==> src/rtl/md_seq.sv <==
// Issue sequencer for the E-stage multiply/divide unit. It tracks how long the unit is occupied,
// stalls HI/LO-dependent instructions while the unit runs, and counts the cycles spent stalled.
module md_seq #(
    parameter int MULT_LAT = 5,
    parameter int DIV_LAT  = 10,
    parameter int PERF_W   = 16
) (
    input  logic              clk,
    input  logic              rst,
    input  logic              req,
    input  logic              e_valid,
    input  logic [3:0]        e_op,
    output logic              md_start,
    output logic              md_mt,
    output logic [2:0]        md_op,
    output logic              mf_sel,
    output logic              busy,
    output logic              stall,
    output logic [PERF_W-1:0] stall_cycles,
    output logic              dbg_run
);

    // Handshake: an op is accepted when it is presented (e_valid) in IDLE with req low.
    // While stall is high the pipe holds the op and re-presents it on the following cycles.
    typedef enum logic {
        IDLE = 1'b0,
        RUN  = 1'b1
    } state_t;

    localparam logic [3:0] MULT_CNT = 4'(MULT_LAT);
    localparam logic [3:0] DIV_CNT  = 4'(DIV_LAT);

    state_t     state, state_nxt;
    logic [3:0] cnt, cnt_nxt;
    logic       hd, ar, mt;

    assign hd = e_valid && (e_op >= 4'd1) && (e_op <= 4'd8);
    assign ar = e_valid && (e_op >= 4'd1) && (e_op <= 4'd4);
    assign mt = e_valid && ((e_op == 4'd5) || (e_op == 4'd6));

    assign dbg_run = (state == RUN);

    always_ff @(posedge clk) begin
        if (rst) begin
            state <= IDLE;
            cnt   <= 4'd0;
        end else begin
            state <= state_nxt;
            cnt   <= cnt_nxt;
        end
    end

    always_comb begin
        state_nxt = state;
        cnt_nxt   = cnt;
        md_start  = 1'b0;
        md_mt     = 1'b0;
        md_op     = 3'd7;
        mf_sel    = 1'b0;
        busy      = 1'b0;
        stall     = 1'b0;
        if (!rst) begin
            case (state)
                IDLE: begin
                    // HI/LO are final once the unit is idle, so reads never stall here.
                    mf_sel = e_valid && (e_op == 4'd8);
                    if (ar && !req) begin
                        md_start  = 1'b1;
                        md_op     = e_op[2:0] - 3'd1;
                        state_nxt = RUN;
                        cnt_nxt   = (e_op <= 4'd2) ? MULT_CNT : DIV_CNT;
                    end else if (mt && !req) begin
                        md_mt = 1'b1;
                        md_op = e_op[2:0] - 3'd1;
                    end
                end
                RUN: begin
                    // An issued op is committed; req does not abort it.
                    busy    = 1'b1;
                    stall   = hd;
                    cnt_nxt = cnt - 4'd1;
                    if (cnt == 4'd1) begin
                        state_nxt = IDLE;
                        cnt_nxt   = 4'd0;
                    end
                end
                default: begin
                    state_nxt = IDLE;
                    cnt_nxt   = 4'd0;
                end
            endcase
        end
    end

    always_ff @(posedge clk) begin
        if (rst) begin
            stall_cycles <= '0;
        end else if (stall && (stall_cycles != {PERF_W{1'b1}})) begin
            stall_cycles <= stall_cycles + 1'b1;
        end
    end

endmodule
==> config.mk <==
export PLATFORM = sky130hd
export DESIGN_NAME = md_seq
export DESIGN_NICKNAME = d
export VERILOG_FILES = /design/src/rtl/md_seq.sv
export SDC_FILE = /design/constraint.sdc
export NUM_CORES = 1
export LEC_CHECK = 0
export BUFFER_PORTS_ARGS = -buffer_cell sky130_fd_sc_hd__buf_4
export CORE_AREA = 2 2 53 55
export CTS_CLUSTER_SIZE = 25
export DETAILED_ROUTE_END_ITERATION = 16
export DIE_AREA = 0 0 55 57
export HOLD_SLACK_MARGIN = 0.06
export PLACE_DENSITY_LB_ADDON = 0.05
export SETUP_SLACK_MARGIN = 0.4
export SLEW_MARGIN = 25
export SYNTH_ARGS = -nofsm -noshare
export SYNTH_HDL_FRONTEND = slang
export SYNTH_SLANG_ARGS = --single-unit
==> constraint.sdc <==
create_clock -name clk -period 2.25 [get_ports clk]
set_clock_uncertainty 0.1 [all_clocks]
set_input_delay 0.5625 -clock clk [delete_from_list [all_inputs] [get_ports clk]]
set_output_delay 0.5625 -clock clk [all_outputs]
set_load 0.05 [all_outputs]
==> run_results.csv, run 1 <==
group,metric,value,unit
cts,clock-sinks,21,
worst_setup_path,rr_worst_depth,9,
run,max_cap_viol_count,0,
floorplan,fp.dieH,57,um
sta,worst_pin_slew,616,ps
final_layout,register_area,467,um2
sta,period_needed,2370,ps
floorplan,placeableCoreArea,2620,um2
detailed_routing,initialDrtViolationCount,32,
worst_setup_path,cp_max_fo,3,
detailed_routing,vias,1392,
worst_setup_path,crit_type,"in2out",
floorplan,die_w,55,um
pwr,ir_drop,0.000267,V
logic_synthesis,synth_edf_count,0,
logic_synthesis,syn_nets,169,
detailed_routing,dr.pass1.iters,5,
floorplan,die_area,3140,um2
cts,cts-root-buf,"clkbuf_4",
final_layout,num_antenna_cells,0,
global_route,track_usage,0.247,
global_route,antenna_found_initial,0,
pwr,p_leak,0.876,nW
final_layout,final_common_cell,"buf_4",
worst_setup_path,arrival,1710,ps
global_route,grt-ovfl-total,0,
worst_setup_path,critPathRequiredTime,1590,ps
min_path,whs_endpoint,"stall_cycles[4]",
cts,cts_tree,"yes",
logic_synthesis,yosysSeqAreaShare,0.323,
detailed_routing,viasPerCell,5.57,
detailed_routing,drtAntennaViolNets,0,
cts,cts.path.max_buffers,2,
global_route,grt_pass1_vias,1308,
min_path,min_path_cells,1,
logic_synthesis,netlist_area,1300,um2
cts,insertion_delay,310,ps
worst_setup_path,worstSetupEndpointType,"output port",
logic_synthesis,syn_area_per_cell,8.44,um2
worst_setup_path,r2r_start,"dbg_run",
cts,cts_buffers,3,
placed_design,gp_congestion,0.797,
logic_synthesis,ys.flop_type,"dfxtp_1",
final_layout,fillCellCount,140,
cts,clk_pin_slew,120,ps
outcome,status,"finished with violations",
sta,hold_ws,379,ps
detailed_routing,wl,3930,um
global_route,grt_start_max_net_pins,13,
sta,post-route-period-util,1.05,
sta,setup-violations-final,8,
floorplan,rows,19,
placed_design,hpwlAfterDp,2360,um
sta,drv_slew,0,
pwr,p_per_area,327,nW/um2
min_path,min_from,"stall_cycles[4]",
final_layout,drive_gt1_frac,0.566,
cts,htreeDepth,1,
final_layout,syn_to_final_growth,70.4,%
global_route,grt_pass1_wl,5870,um
floorplan,initial_core_util,0.497,
sta,fmax,422,MHz
detailed_routing,detail_route.wl_per_cell,15.7,um
worst_setup_path,startpoint_type,"input port",
sta,max_slew_margin,0.586,
logic_synthesis,synth_seq_cells,21,
sta,rsz0062_at_grt,"true",
min_path,hp-class,"reg2reg",
sta,finalHoldViolCount,0,
logic_synthesis,synthCells,154,
final_layout,final_cell_mix,"buf_4, nor2_1, buf_6",
placed_design,pre_cts_ws,-247,ps
sta,setup_ws,-120,ps
placed_design,io_buffer_count,32,
detailed_routing,drc,0,
logic_synthesis,yosysWarnings,0,
worst_setup_path,reg2reg_slack,220,ps
worst_setup_path,reg2reg_to,"stall_cycles[15]",
logic_synthesis,ys_async_sr_fraction,0,
outcome,failed_checks,"negative setup slack",
floorplan,io_pins,33,
logic_synthesis,yosysUniqueCellTypes,44,
final_layout,multiInputGateArea,1010,um2
final_layout,nets,235,
[per-layer routing]
metal / GRT usage / routed length, um
met3: 0.0366 / 163
met4: 0.0697 / 106
met2: 0.420 / 2050
met1: 0.319 / 1610
met5: 0 / 0
[layout make-up]
cell class	instances	share of cell area
Timing Repair Buffer	67	0.275
Tap cell	31	0.0175
Clock buffer	4	0.0119
Sequential cell	21	0.211
Multi-Input combinational cell	117	0.458
Inverter	10	0.0266
[sequential cells by signal, summed over array words and instances, names as in the netlist]
signal,cells
cnt,4
dbg_run,1
stall_cycles,16
[cells in the mapped netlist, drive strengths merged, types with 3 or more instances]
cell type | number | area share
a21oi | 7 | 0.027
o21ai | 6 | 0.032
dfxtp | 21 | 0.32
nor2 | 18 | 0.052
nor3 | 5 | 0.019
a211oi | 3 | 0.027
nand3 | 9 | 0.039
o211ai | 4 | 0.027
inv | 10 | 0.029
mux2i | 3 | 0.023
nand2 | 11 | 0.032
xor2 | 7 | 0.047
o2111ai | 3 | 0.034
nand2b | 3 | 0.020
buf | 4 | 0.027
or3 | 5 | 0.025
xnor2 | 3 | 0.020
and3 | 5 | 0.024
ha | 7 | 0.067
[critical path: stages]
cell    delay [ps]
buf_8          110
inv_6           50
ha_4           120
or3b_4         390
and3_4         170
nor3_4         110
buf_6          180
[stage by stage]
stage | instances | instance area, um2 | setup TNS [ps] | utilization | total power, mW
final | 250 | 2210 | -501 | 0.847 | 0.724
after global routing | 250 | 2210 | -909 | 0.847 | 0.752
after CTS | 248 | 2130 | -395 | 0.816 | 0.711
after detailed placement | 232 | 1860 | -2180 | 0.712 | 0.512
after global placement | 232 | 1860 | -1850 | 0.712 | 0.508
after floorplan | 154 | 1480 | -411 | - | 0.457
[worst max path at each step]
stage | startpoint | to | slack, ps | depth (start not counted)
after floorplan | e_op[1] | md_mt | -150 | 5
after global placement | e_op[1] | md_mt | -220 | 7
after detailed placement | e_op[1] | md_mt | -250 | 7
after CTS | e_op[0] | md_mt | -120 | 7
after global routing | e_op[0] | md_mt | -160 | 7
final | e_op[0] | md_mt | -120 | 7
[logic make-up after synthesis]
kind of cell | share of synthesized area
simple gates | 0.279
xor+xnor | 0.0674
fa+ha+maj | 0.0674
flops | 0.323
compound gates | 0.178
mux | 0.0231
buf+inv | 0.0616
[what timing repair did]
action                                  CTS  global route
resized for setup                        35            13
setup buffers                            12             2
hold buffers                              0             0
endpoints found under the setup margin   22            24
pin swaps                                17            11
endpoints found under the hold margin     0             0
[power by group]
part	switching (mW)	leakage, nW	internal (mW)	total, mW
Combinational	0.0788	0.680	0.0790	0.158
Sequential	0.00702	0.181	0.366	0.373
Clock	0.124	0.0150	0.0694	0.193
(Power assumes the default switching activity.)
==> run 2, diff against run 1 <==
--- a/config.mk
+++ b/config.mk
@@ -12,6 +12,7 @@
 export DIE_AREA = 0 0 55 57
 export HOLD_SLACK_MARGIN = 0.06
 export PLACE_DENSITY_LB_ADDON = 0.05
+export RECOVER_POWER = 25
 export SETUP_SLACK_MARGIN = 0.4
 export SLEW_MARGIN = 25
 export SYNTH_ARGS = -nofsm -noshare
==> run 2 against run 1 <==
Against the previous run:
- critical path depth stayed put
- worst setup slack hardly changed
- sequential power hardly changed
- combinational power hardly changed
- critical path type unchanged
- cell area is 1.4% lower
- worst hold slack hardly changed
- the run still ends with negative setup slack left
- first-iteration DRC count is 59% higher
- power is 0.32% higher
- count of clock-buffer cells in the layout stayed put
==> run_results.csv, run 2 (synthesis gave the netlist of run 1 again) <==
group,metric,value,unit
floorplan,initial_core_util,0.497,
pwr,internal_power,0.514,mW
cts,htreeDepth,1,
placed_design,placed_area,1860,um2
floorplan,placeableCoreArea,2620,um2
cts,cts_tree,"yes",
sta,setup-violations-final,8,
placed_design,pre_cts_ws,-247,ps
worst_setup_path,critPathRequiredTime,1590,ps
worst_setup_path,cp_slowest_cell,"or3b_4",
placed_design,io_buffer_count,32,
detailed_routing,viasPerCell,5.57,
final_layout,num_antenna_cells,0,
sta,post-route-period-util,1.05,
run,max_cap_viol_count,0,
pwr,p_seq_frac,0.514,
worst_setup_path,cp_max_fo,3,
worst_setup_path,path_buf_inv,3,
final_layout,nets,235,
cts,ctsHoldBuffers,0,
floorplan,io_pins,33,
sta,fmax,422,MHz
min_path,hp-class,"reg2reg",
final_layout,syn_to_final_growth,68.0,%
cts,cts-root-buf,"clkbuf_4",
sta,period_needed,2370,ps
cts,insertion_delay,310,ps
floorplan,die_w,55,um
cts,clk_pin_slew,120,ps
outcome,failed_checks,"negative setup slack",
floorplan,fp.dieH,57,um
sta,finalHoldViolCount,0,
worst_setup_path,startpoint_type,"input port",
sta,hold_ws,379,ps
detailed_routing,initialDrtViolationCount,51,
detailed_routing,drc,0,
pwr,ir_drop,0.000269,V
pwr,p_leak,0.842,nW
final_layout,fillCellCount,151,
worst_setup_path,crit_chain,"buf_8 > inv_6 > ha_4 > or3b_4 > and3_4 > nor3_4 > buf_6",
floorplan,die_area,3140,um2
cts,cts.path.max_buffers,2,
final_layout,final_cell_mix,"buf_4, nor2_1, buf_6",
detailed_routing,dr.pass1.iters,4,
global_route,grt_start_max_net_pins,13,
pwr,power.switching,0.212,mW
outcome,status,"finished with violations",
global_route,track_usage,0.247,
placed_design,gp_congestion,0.797,
sta,worst_pin_slew,608,ps
worst_setup_path,worstSetupEndpointType,"output port",
pwr,combPwrFrac,0.218,
cts,cts_buffers,3,
pwr,p_per_area,332,nW/um2
placed_design,hpwlAfterDp,2360,um
worst_setup_path,crit_type,"in2out",
cts,clock-sinks,21,
global_route,grt_pass1_vias,1308,
global_route,grt_pass1_wl,5870,um
worst_setup_path,slowest_delay,390,ps
pwr,total_power,0.726,mW
final_layout,multiInputGateArea,1010,um2
final_layout,top_register,"stall_cycles",
detailed_routing,drtAntennaViolNets,0,
detailed_routing,vias,1393,
final_layout,drive_gt1_frac,0.530,
worst_setup_path,reg2reg_slack,210,ps
global_route,antenna_found_initial,0,
sta,setup_ws,-120,ps
pwr,switching_share,0.292,
floorplan,rows,19,
final_layout,fin_area,2180,um2
final_layout,register_area,467,um2
sta,rsz0062_at_grt,"true",
worst_setup_path,critPathTopFamily,"simple AND/OR/NAND/NOR gates",
detailed_routing,detail_route.wl_per_cell,15.7,um
sta,drv_slew,0,
global_route,grt-ovfl-total,0,
sta,max_slew_margin,0.592,
detailed_routing,wl,3920,um
final_layout,final_common_cell,"buf_4",
worst_setup_path,arrival,1710,ps
final_layout,largest_reg_flops,16,
pwr,p_clk_frac,0.269,
run 2: final timing paths:
check,startpoint,to,depth (start not counted)
setup reg to reg,dbg_run,stall_cycles[15],9
setup / recovery,e_op[0],md_mt,7
hold / removal,stall_cycles[4],stall_cycles[4],1
hold reg to reg,stall_cycles[4],stall_cycles[4],1
run 2: layout make-up:
cell class              count  area share
multi-input cells         117       0.464
repair buffers             67       0.265
flip-flops and latches     21       0.214
inverters                  10      0.0269
well taps                  31      0.0178
clock buffers               4      0.0120
run 2: what timing repair did:
action	in CTS	in global routing
gates resized for setup	35	13
buffers inserted	12	2
setup endpoints to repair	22	24
pin swaps	17	11
run 2: through the flow:
stage / TNS [ps] / instances / utilization
after floorplan: -411 / 154 / -
after global placement: -1850 / 232 / 0.712
after detailed placement: -2180 / 232 / 0.712
after CTS: -395 / 248 / 0.816
after global routing: -909 / 250 / 0.835
final: -496 / 250 / 0.835
run 2: metal layers:
layer / track usage / vias up / part of all wire
met4: 0.0697 / 0 / 0.023
li1: - / 669 / -
met5: 0 / - / 0
met3: 0.0366 / 12 / 0.042
met2: 0.420 / 43 / 0.52
met1: 0.319 / 669 / 0.41
run 2: power groups by stage:
stage | Sequential (mW) | Clock [mW] | Combinational [mW]
floorplan | 0.382 | 0 | 0.0750
global placement | 0.381 | 0 | 0.127
detailed placement | 0.381 | 0 | 0.131
CTS | 0.373 | 0.188 | 0.150
global route | 0.374 | 0.210 | 0.168
finish | 0.373 | 0.195 | 0.158
